`config.mk`:
```
export PLATFORM = sky130hd
export DESIGN_NAME = instr_encoder_flat
export DESIGN_NICKNAME = d
export VERILOG_FILES = /design/src/rtl/instr_encoder_if.sv /design/src/rtl/instr_encoder.sv /design/src/flat_wrapper.sv
export SDC_FILE = /design/constraint.sdc
export NUM_CORES = 1
export LEC_CHECK = 0
export BUFFER_PORTS_ARGS = -buffer_cell sky130_fd_sc_hd__buf_2
export CORE_ASPECT_RATIO = 0.5
export CORE_MARGIN = 4
export CORE_UTILIZATION = 45
export CTS_BUF_LIST = sky130_fd_sc_hd__clkbuf_8
export CTS_CLUSTER_DIAMETER = 200
export CTS_CLUSTER_SIZE = 30
export DETAILED_ROUTE_END_ITERATION = 8
export GPL_TIMING_DRIVEN = 0
export PLACE_DENSITY = 0.8
export REMOVE_ABC_BUFFERS = 1
export SLEW_MARGIN = 20
export SYNTH_ARGS = -nofsm -noshare
export SYNTH_HDL_FRONTEND = slang
export SYNTH_SLANG_ARGS = --single-unit
```
`constraint.sdc`:
```
create_clock -name clk -period 2.2 [get_ports clk]
set_clock_uncertainty 0.15 [all_clocks]
set_input_delay 0.44 -clock clk [delete_from_list [all_inputs] [get_ports clk]]
set_output_delay 0.44 -clock clk [all_outputs]
set_load 0.005 [all_outputs]
```
`src/rtl/instr_encoder_if.sv`:
```
// Host-side request port and imem write port of the instruction encoder.
// The encoder takes the slave view; the loader/host takes the master view.
interface instr_encoder_if #(
  parameter int ADDR_W = 6
);
  logic              start;
  logic              in_valid;
  logic              in_ready;
  logic [1:0]        in_kind;
  logic [3:0]        in_cond;
  logic [3:0]        in_cmd;
  logic              in_s;
  logic              in_imm_sel;
  logic              in_load;
  logic [3:0]        in_rn;
  logic [3:0]        in_rd;
  logic [3:0]        in_rm;
  logic [23:0]       in_imm;
  logic              mem_we;
  logic [ADDR_W-1:0] mem_addr;
  logic [31:0]       mem_wdata;
  logic [ADDR_W:0]   count;
  logic              full;
  logic              err;

  modport master (
    output start, in_valid, in_kind, in_cond, in_cmd, in_s, in_imm_sel,
           in_load, in_rn, in_rd, in_rm, in_imm,
    input  in_ready, mem_we, mem_addr, mem_wdata, count, full, err
  );

  modport slave (
    input  start, in_valid, in_kind, in_cond, in_cmd, in_s, in_imm_sel,
           in_load, in_rn, in_rd, in_rm, in_imm,
    output in_ready, mem_we, mem_addr, mem_wdata, count, full, err
  );
endinterface

```
`src/rtl/instr_encoder.sv`:
```
// Program loader: turns field-level requests into 32-bit ARM words (DP, LDR/STR, B)
// and writes them to consecutive imem words, one word every two cycles.
module instr_encoder #(
  parameter int ADDR_W = 6,
  parameter int DEPTH  = 64,
  parameter int BASE   = 0
) (
  input  logic               clk,
  input  logic               reset,
  instr_encoder_if.slave     bus
);

  typedef enum logic [1:0] {
    ST_IDLE  = 2'd0,
    ST_READY = 2'd1,
    ST_WRITE = 2'd2,
    ST_FULL  = 2'd3
  } state_t;

  state_t            state_q, state_d;
  logic [ADDR_W-1:0] mem_addr_q, mem_addr_d;
  logic [31:0]       mem_wdata_q, mem_wdata_d;
  logic [ADDR_W:0]   count_q, count_d;
  logic              full_q, full_d;
  logic              err_q, err_d;
  logic              legal_s;
  logic [31:0]       word_s;

  function automatic logic is_legal(input logic [1:0] kind, input logic [3:0] cmd,
                                    input logic imm_sel, input logic [23:0] imm);
    logic ok;
    case (kind)
      2'b00: ok = (cmd inside {4'b0100, 4'b0010, 4'b0000, 4'b1100, 4'b1010}) &&
                  !(imm_sel && (imm[23:8] != 16'h0000));
      2'b01: ok = (imm[23:12] == 12'h000);
      2'b10: ok = 1'b1;
      default: ok = 1'b0;
    endcase
    return ok;
  endfunction

  // CMP only updates flags, so S is forced on and Rd is forced to zero.
  function automatic logic [31:0] encode(input logic [1:0] kind, input logic [3:0] cond,
                                         input logic [3:0] cmd, input logic s,
                                         input logic imm_sel, input logic load,
                                         input logic [3:0] rn, input logic [3:0] rd,
                                         input logic [3:0] rm, input logic [23:0] imm);
    logic        s_eff;
    logic [3:0]  rd_eff;
    logic [31:0] w;
    s_eff  = (cmd == 4'b1010) ? 1'b1 : s;
    rd_eff = (cmd == 4'b1010) ? 4'h0 : rd;
    case (kind)
      2'b00: w = imm_sel ? {cond, 2'b00, 1'b1, cmd, s_eff, rn, rd_eff, 4'h0, imm[7:0]}
                         : {cond, 2'b00, 1'b0, cmd, s_eff, rn, rd_eff, 8'h00, rm};
      2'b01: w = {cond, 2'b01, 1'b0, 1'b1, 1'b1, 1'b0, 1'b0, load, rn, rd, imm[11:0]};
      2'b10: w = {cond, 2'b10, 1'b1, 1'b0, imm};
      default: w = 32'h0000_0000;
    endcase
    return w;
  endfunction

  assign legal_s = is_legal(bus.in_kind, bus.in_cmd, bus.in_imm_sel, bus.in_imm);
  assign word_s  = encode(bus.in_kind, bus.in_cond, bus.in_cmd, bus.in_s, bus.in_imm_sel,
                          bus.in_load, bus.in_rn, bus.in_rd, bus.in_rm, bus.in_imm);

  // Next-state and datapath update; start overrides everything, cancelling a pending write.
  always_comb begin
    state_d     = state_q;
    mem_addr_d  = mem_addr_q;
    mem_wdata_d = mem_wdata_q;
    count_d     = count_q;
    full_d      = full_q;
    err_d       = err_q;
    if (bus.start) begin
      state_d    = ST_READY;
      mem_addr_d = ADDR_W'(BASE);
      count_d    = '0;
      full_d     = 1'b0;
      err_d      = 1'b0;
    end else begin
      case (state_q)
        ST_IDLE: state_d = ST_IDLE;
        ST_READY: begin
          if (bus.in_valid && legal_s) begin
            state_d     = ST_WRITE;
            mem_wdata_d = word_s;
          end else if (bus.in_valid) begin
            err_d = 1'b1;
          end else begin
            state_d = ST_READY;
          end
        end
        ST_WRITE: begin
          count_d = count_q + (ADDR_W+1)'(1);
          // The address saturates on the last word instead of wrapping.
          if (count_d == (ADDR_W+1)'(DEPTH)) begin
            state_d = ST_FULL;
            full_d  = 1'b1;
          end else begin
            state_d    = ST_READY;
            mem_addr_d = mem_addr_q + ADDR_W'(1);
          end
        end
        ST_FULL: state_d = ST_FULL;
        default: state_d = ST_IDLE;
      endcase
    end
  end

  // State and output registers with synchronous reset.
  always_ff @(posedge clk) begin
    if (reset) begin
      state_q     <= ST_IDLE;
      mem_addr_q  <= ADDR_W'(BASE);
      mem_wdata_q <= 32'h0000_0000;
      count_q     <= '0;
      full_q      <= 1'b0;
      err_q       <= 1'b0;
    end else begin
      state_q     <= state_d;
      mem_addr_q  <= mem_addr_d;
      mem_wdata_q <= mem_wdata_d;
      count_q     <= count_d;
      full_q      <= full_d;
      err_q       <= err_d;
    end
  end

  // start/reset in the same cycle suppress the strobe so a cancelled write never reaches imem.
  assign bus.in_ready  = (state_q == ST_READY) && !bus.start && !reset;
  assign bus.mem_we    = (state_q == ST_WRITE) && !bus.start && !reset;
  assign bus.mem_addr  = mem_addr_q;
  assign bus.mem_wdata = mem_wdata_q;
  assign bus.count     = count_q;
  assign bus.full      = full_q;
  assign bus.err       = err_q;

endmodule
```
`src/flat_wrapper.sv`:
```
// flat-port wrapper written by rule: the top's interface ports become plain ports
module instr_encoder_flat 
#(
  parameter int ADDR_W = 6,
  parameter int DEPTH  = 64,
  parameter int BASE   = 0
)
  (clk, reset, bus_start, bus_in_valid, bus_in_kind, bus_in_cond, bus_in_cmd, bus_in_s, bus_in_imm_sel, bus_in_load, bus_in_rn, bus_in_rd, bus_in_rm, bus_in_imm, bus_in_ready, bus_mem_we, bus_mem_addr, bus_mem_wdata, bus_count, bus_full, bus_err);
  instr_encoder_if #(.ADDR_W(ADDR_W)) bus_i ();
  input  logic clk;
  input  logic reset;
  input wire logic [$bits(bus_i.start)-1:0] bus_start;
  input wire logic [$bits(bus_i.in_valid)-1:0] bus_in_valid;
  input wire logic [$bits(bus_i.in_kind)-1:0] bus_in_kind;
  input wire logic [$bits(bus_i.in_cond)-1:0] bus_in_cond;
  input wire logic [$bits(bus_i.in_cmd)-1:0] bus_in_cmd;
  input wire logic [$bits(bus_i.in_s)-1:0] bus_in_s;
  input wire logic [$bits(bus_i.in_imm_sel)-1:0] bus_in_imm_sel;
  input wire logic [$bits(bus_i.in_load)-1:0] bus_in_load;
  input wire logic [$bits(bus_i.in_rn)-1:0] bus_in_rn;
  input wire logic [$bits(bus_i.in_rd)-1:0] bus_in_rd;
  input wire logic [$bits(bus_i.in_rm)-1:0] bus_in_rm;
  input wire logic [$bits(bus_i.in_imm)-1:0] bus_in_imm;
  output wire logic [$bits(bus_i.in_ready)-1:0] bus_in_ready;
  output wire logic [$bits(bus_i.mem_we)-1:0] bus_mem_we;
  output wire logic [$bits(bus_i.mem_addr)-1:0] bus_mem_addr;
  output wire logic [$bits(bus_i.mem_wdata)-1:0] bus_mem_wdata;
  output wire logic [$bits(bus_i.count)-1:0] bus_count;
  output wire logic [$bits(bus_i.full)-1:0] bus_full;
  output wire logic [$bits(bus_i.err)-1:0] bus_err;
  assign bus_i.start = bus_start;
  assign bus_i.in_valid = bus_in_valid;
  assign bus_i.in_kind = bus_in_kind;
  assign bus_i.in_cond = bus_in_cond;
  assign bus_i.in_cmd = bus_in_cmd;
  assign bus_i.in_s = bus_in_s;
  assign bus_i.in_imm_sel = bus_in_imm_sel;
  assign bus_i.in_load = bus_in_load;
  assign bus_i.in_rn = bus_in_rn;
  assign bus_i.in_rd = bus_in_rd;
  assign bus_i.in_rm = bus_in_rm;
  assign bus_i.in_imm = bus_in_imm;
  assign bus_in_ready = bus_i.in_ready;
  assign bus_mem_we = bus_i.mem_we;
  assign bus_mem_addr = bus_i.mem_addr;
  assign bus_mem_wdata = bus_i.mem_wdata;
  assign bus_count = bus_i.count;
  assign bus_full = bus_i.full;
  assign bus_err = bus_i.err;
  instr_encoder #(.ADDR_W(ADDR_W), .DEPTH(DEPTH), .BASE(BASE)) u_core (.clk(clk), .reset(reset), .bus(bus_i));
endmodule
```
==> results.py <==
metrics = {
    "clock_tree": {
        "numCtsBuffers": 5,
        "clk_latency_ps": 310,
        "cts_sinks": 49,
        "clk_pin_slew_ps": 90,
        "cts_tree": "built",
        "root_buffer": "clkbuf_8",
        "cts.htree.levels": 2,
        "cts_max_path_buffers": 2,
        "holdBufCountCts": 0,
    },
    "logic_synthesis": {
        "synth_common_cells": "dfxtp_1 (49), a21oi_1 (34), o21ai_0 (32), nand2_1 (23), nor2_1 (23)",
        "syn-cell-area_um2": 2520,
        "async_flop_share": 0,
        "synth_seq_cells": 49,
        "syn_avg_cell_area_um2": 8.16,
        "yosysWarnings": 0,
        "synth_area_leader_cell": "dfxtp_1",
        "synth_ff_type": "dfxtp_1",
        "yosysUniqueCellTypes": 46,
        "synth_area_leaders": "dfxtp_1 (39%), a21oi_1 (6.8%), o21ai_0 (6.4%)",
        "yosysSeqAreaShare": 0.389,
        "synth_most_common_cell": "dfxtp_1",
        "synth_edf_count": 0,
        "synth_top_area_frac": 0.389,
        "netlist_instances": 309,
    },
    "timing": {
        "fin_crit_sh": 1.02,
        "rsz0062_at_grt": "yes",
        "layout_setup_ws_ps": -52.8,
        "worst_pin_slew_ps": 654,
        "min_period_ps": 2250,
        "drv_slew": 0,
        "finalSetupTns_ps": -207,
        "hold_viol": 0,
        "timing.slew.headroom": 0.563,
        "fmax_ghz": 0.444,
        "setup_viol": 11,
    },
    "route": {
        "drt_iter0_drc": 311,
        "dr.pass1.iters": 5,
        "num_vias": 2845,
        "wl_per_cell_um": 16.8,
        "postRouteAntennaNets": 0,
        "drcViolationCount": 0,
        "vias_per_cell": 5.93,
        "wirelength_mm": 8.05,
    },
    "die": {
        "die_w_um": 114,
        "die_y_um": 60.9,
        "core_area_um2": 5160,
        "start_util": 0.489,
        "row_count": 18,
        "die_area_um2": 6930,
        "ios": 102,
    },
    "worst_setup_path": {
        "critPathLaunch": "bus_in_imm[16]",
        "r2r_start": "u_core.bus.count[0]",
        "worstPathMaxFanout": 5,
        "crit_required_ps": 2300,
        "r2r-end": "u_core.bus.mem_addr[2]",
        "worstSetupStartpointType": "input pin",
        "reg2regPathDepth": 6,
        "end_kind": "flop",
        "endpoint": "u_core.bus.mem_wdata[22]",
        "cp.arrival_ps": 2350,
        "critical_path_class": "input pin to flop",
        "reg2reg_slack_ps": 100,
    },
    "global_routing": {
        "grt_pass1_vias": 2737,
        "grt_max_degree": 35,
        "antenna_found_initial": 0,
        "grtUsageTotal": 0.224,
        "grt_pass1_wl_mm": 12.4,
        "globalRouteOverflowTotal": 0,
    },
    "finish": {
        "layout-drive-gt1-share": 0.371,
        "register_area_um2": 988,
        "multiInputGateArea_um2": 1610,
        "final_util": 0.664,
        "areaGrowthSynthToFinish_pct": 35.8,
        "fin_nets": 465,
        "fill_cells": 443,
        "antennaDiodeCount": 0,
    },
    "placement": {
        "io_buffers": 101,
        "place_hpwl_mm": 5.21,
        "globalplace.congestion": 0.832,
    },
    "power_and_ir_drop": {
        "leakagePower_nw": 1.48,
        "power_density_nw_per_um2": 495,
        "total_power_mw": 1.69,
        "irDropWorstVdd_mv": 0.327,
    },
    "run": {
        "cap_violations": 0,
    },
    "run_status": {
        "violations": "negative setup slack",
        "outcome": "finished with violations",
    },
    "hold_path": {
        "hp-class": "input pin to flop",
    },
}
-- per-stage QoR --
step | std cells | hold WS [ps] | setup WS (ps) | instance area, µm²
2_1_floorplan | 286 | 310 | -605 | 2430
3_3_place_gp | 457 | 299 | -1140 | 3020
3_5_place_dp | 457 | 303 | -1220 | 3020
4_1_cts | 478 | 220 | -15.3 | 3340
5_1_grt | 480 | 212 | -98.4 | 3420
6_report | 480 | 213 | -52.8 | 3420
-- routing by layer --
| metal | vias to the layer above | part of all wire | GRT usage |
|---|---|---|---|
| li1 | 1360 | - | - |
| met1 | 1354 | 0.41 | 0.255 |
| met2 | 109 | 0.50 | 0.415 |
| met3 | 22 | 0.060 | 0.0498 |
| met4 | 0 | 0.029 | 0.103 |
| met5 | - | 0 | 0 |
-- report_power, final --
group | internal (mW) | switching [mW] | leakage (nW)
sequential | 0.894 | 0.00699 | 0.397
combinational | 0.113 | 0.154 | 1.04
clock | 0.217 | 0.311 | 0.0467
total | 1.22 | 0.472 | 1.48
-- repair_timing --
item | 4_1_cts | 5_1_grt
gates cloned | 3 | 0
endpoints found under the setup margin | 43 | 41
pin swaps | 10 | 5
buffers inserted | 10 | 2
resized for setup | 27 | 31
-- logic make-up after synthesis --
| group | count (synthesis) | share of synthesized area |
|---|---|---|
| multiplexers | 3 | 0.0119 |
| adder cells (fa/ha/maj) | 3 | 0.0149 |
| AO/OA/AOI/OAI | 111 | 0.288 |
| buffers and inverters | 27 | 0.0417 |
| AND/OR/NAND/NOR | 111 | 0.236 |
| flip-flops | 49 | 0.389 |
| XOR/XNOR | 5 | 0.0174 |
-- worst max-delay path: stages --
cell and delay (ps):
buf_6 90, or4_4 560, nor4_4 370, buf_4 200, o211ai_4 120, or4_4 450
a21oi_2 120
-- cell usage in the layout, fill, tap and decap left out, types with 6 or more instances in the layout --
cell type / instances
nor3_1: 6
nand3_1: 7
buf_6: 7
nor2b_1: 18
o21ai_0: 11
a311oi_1: 9
nand2_1: 22
buf_2: 94
dfxtp_1: 47
a22oi_1: 7
o21ai_1: 20
nor2_1: 22
buf_4: 11
a21oi_1: 32
-- worst min-delay path by stage --
stage / startpoint / endpoint / slack (ps) / cells past startpoint
floorplan: u_core.bus.mem_wdata[21] / u_core.bus.mem_wdata[21] / 310 / 2
detailed placement: u_core.bus.err / u_core.bus.err / 300 / 1
global route: bus_in_imm[11] / u_core.bus.mem_wdata[11] / 210 / 3
CTS: bus_in_imm[6] / u_core.bus.mem_wdata[6] / 220 / 3
global placement: u_core.bus.err / u_core.bus.err / 300 / 1
finish: bus_in_imm[6] / u_core.bus.mem_wdata[6] / 210 / 3
-- area by class of cell --
cell class	instances	share of cell area
multi-input cells	236	0.470
flip-flops and latches	49	0.289
repair buffers	113	0.187
well taps	70	0.0256
clock buffers	5	0.0201
clock inverters	3	0.00439
inverters	4	0.00439
-- registers in the layout, indices dropped and copies added (netlist names) --
signal                count
u_core.bus.mem_addr       6
u_core.bus.count          7
u_core.state_q            2
u_core.bus.full           1
u_core.bus.mem_wdata     32
u_core.bus.err            1
Power figures use the tool's default switching activity.
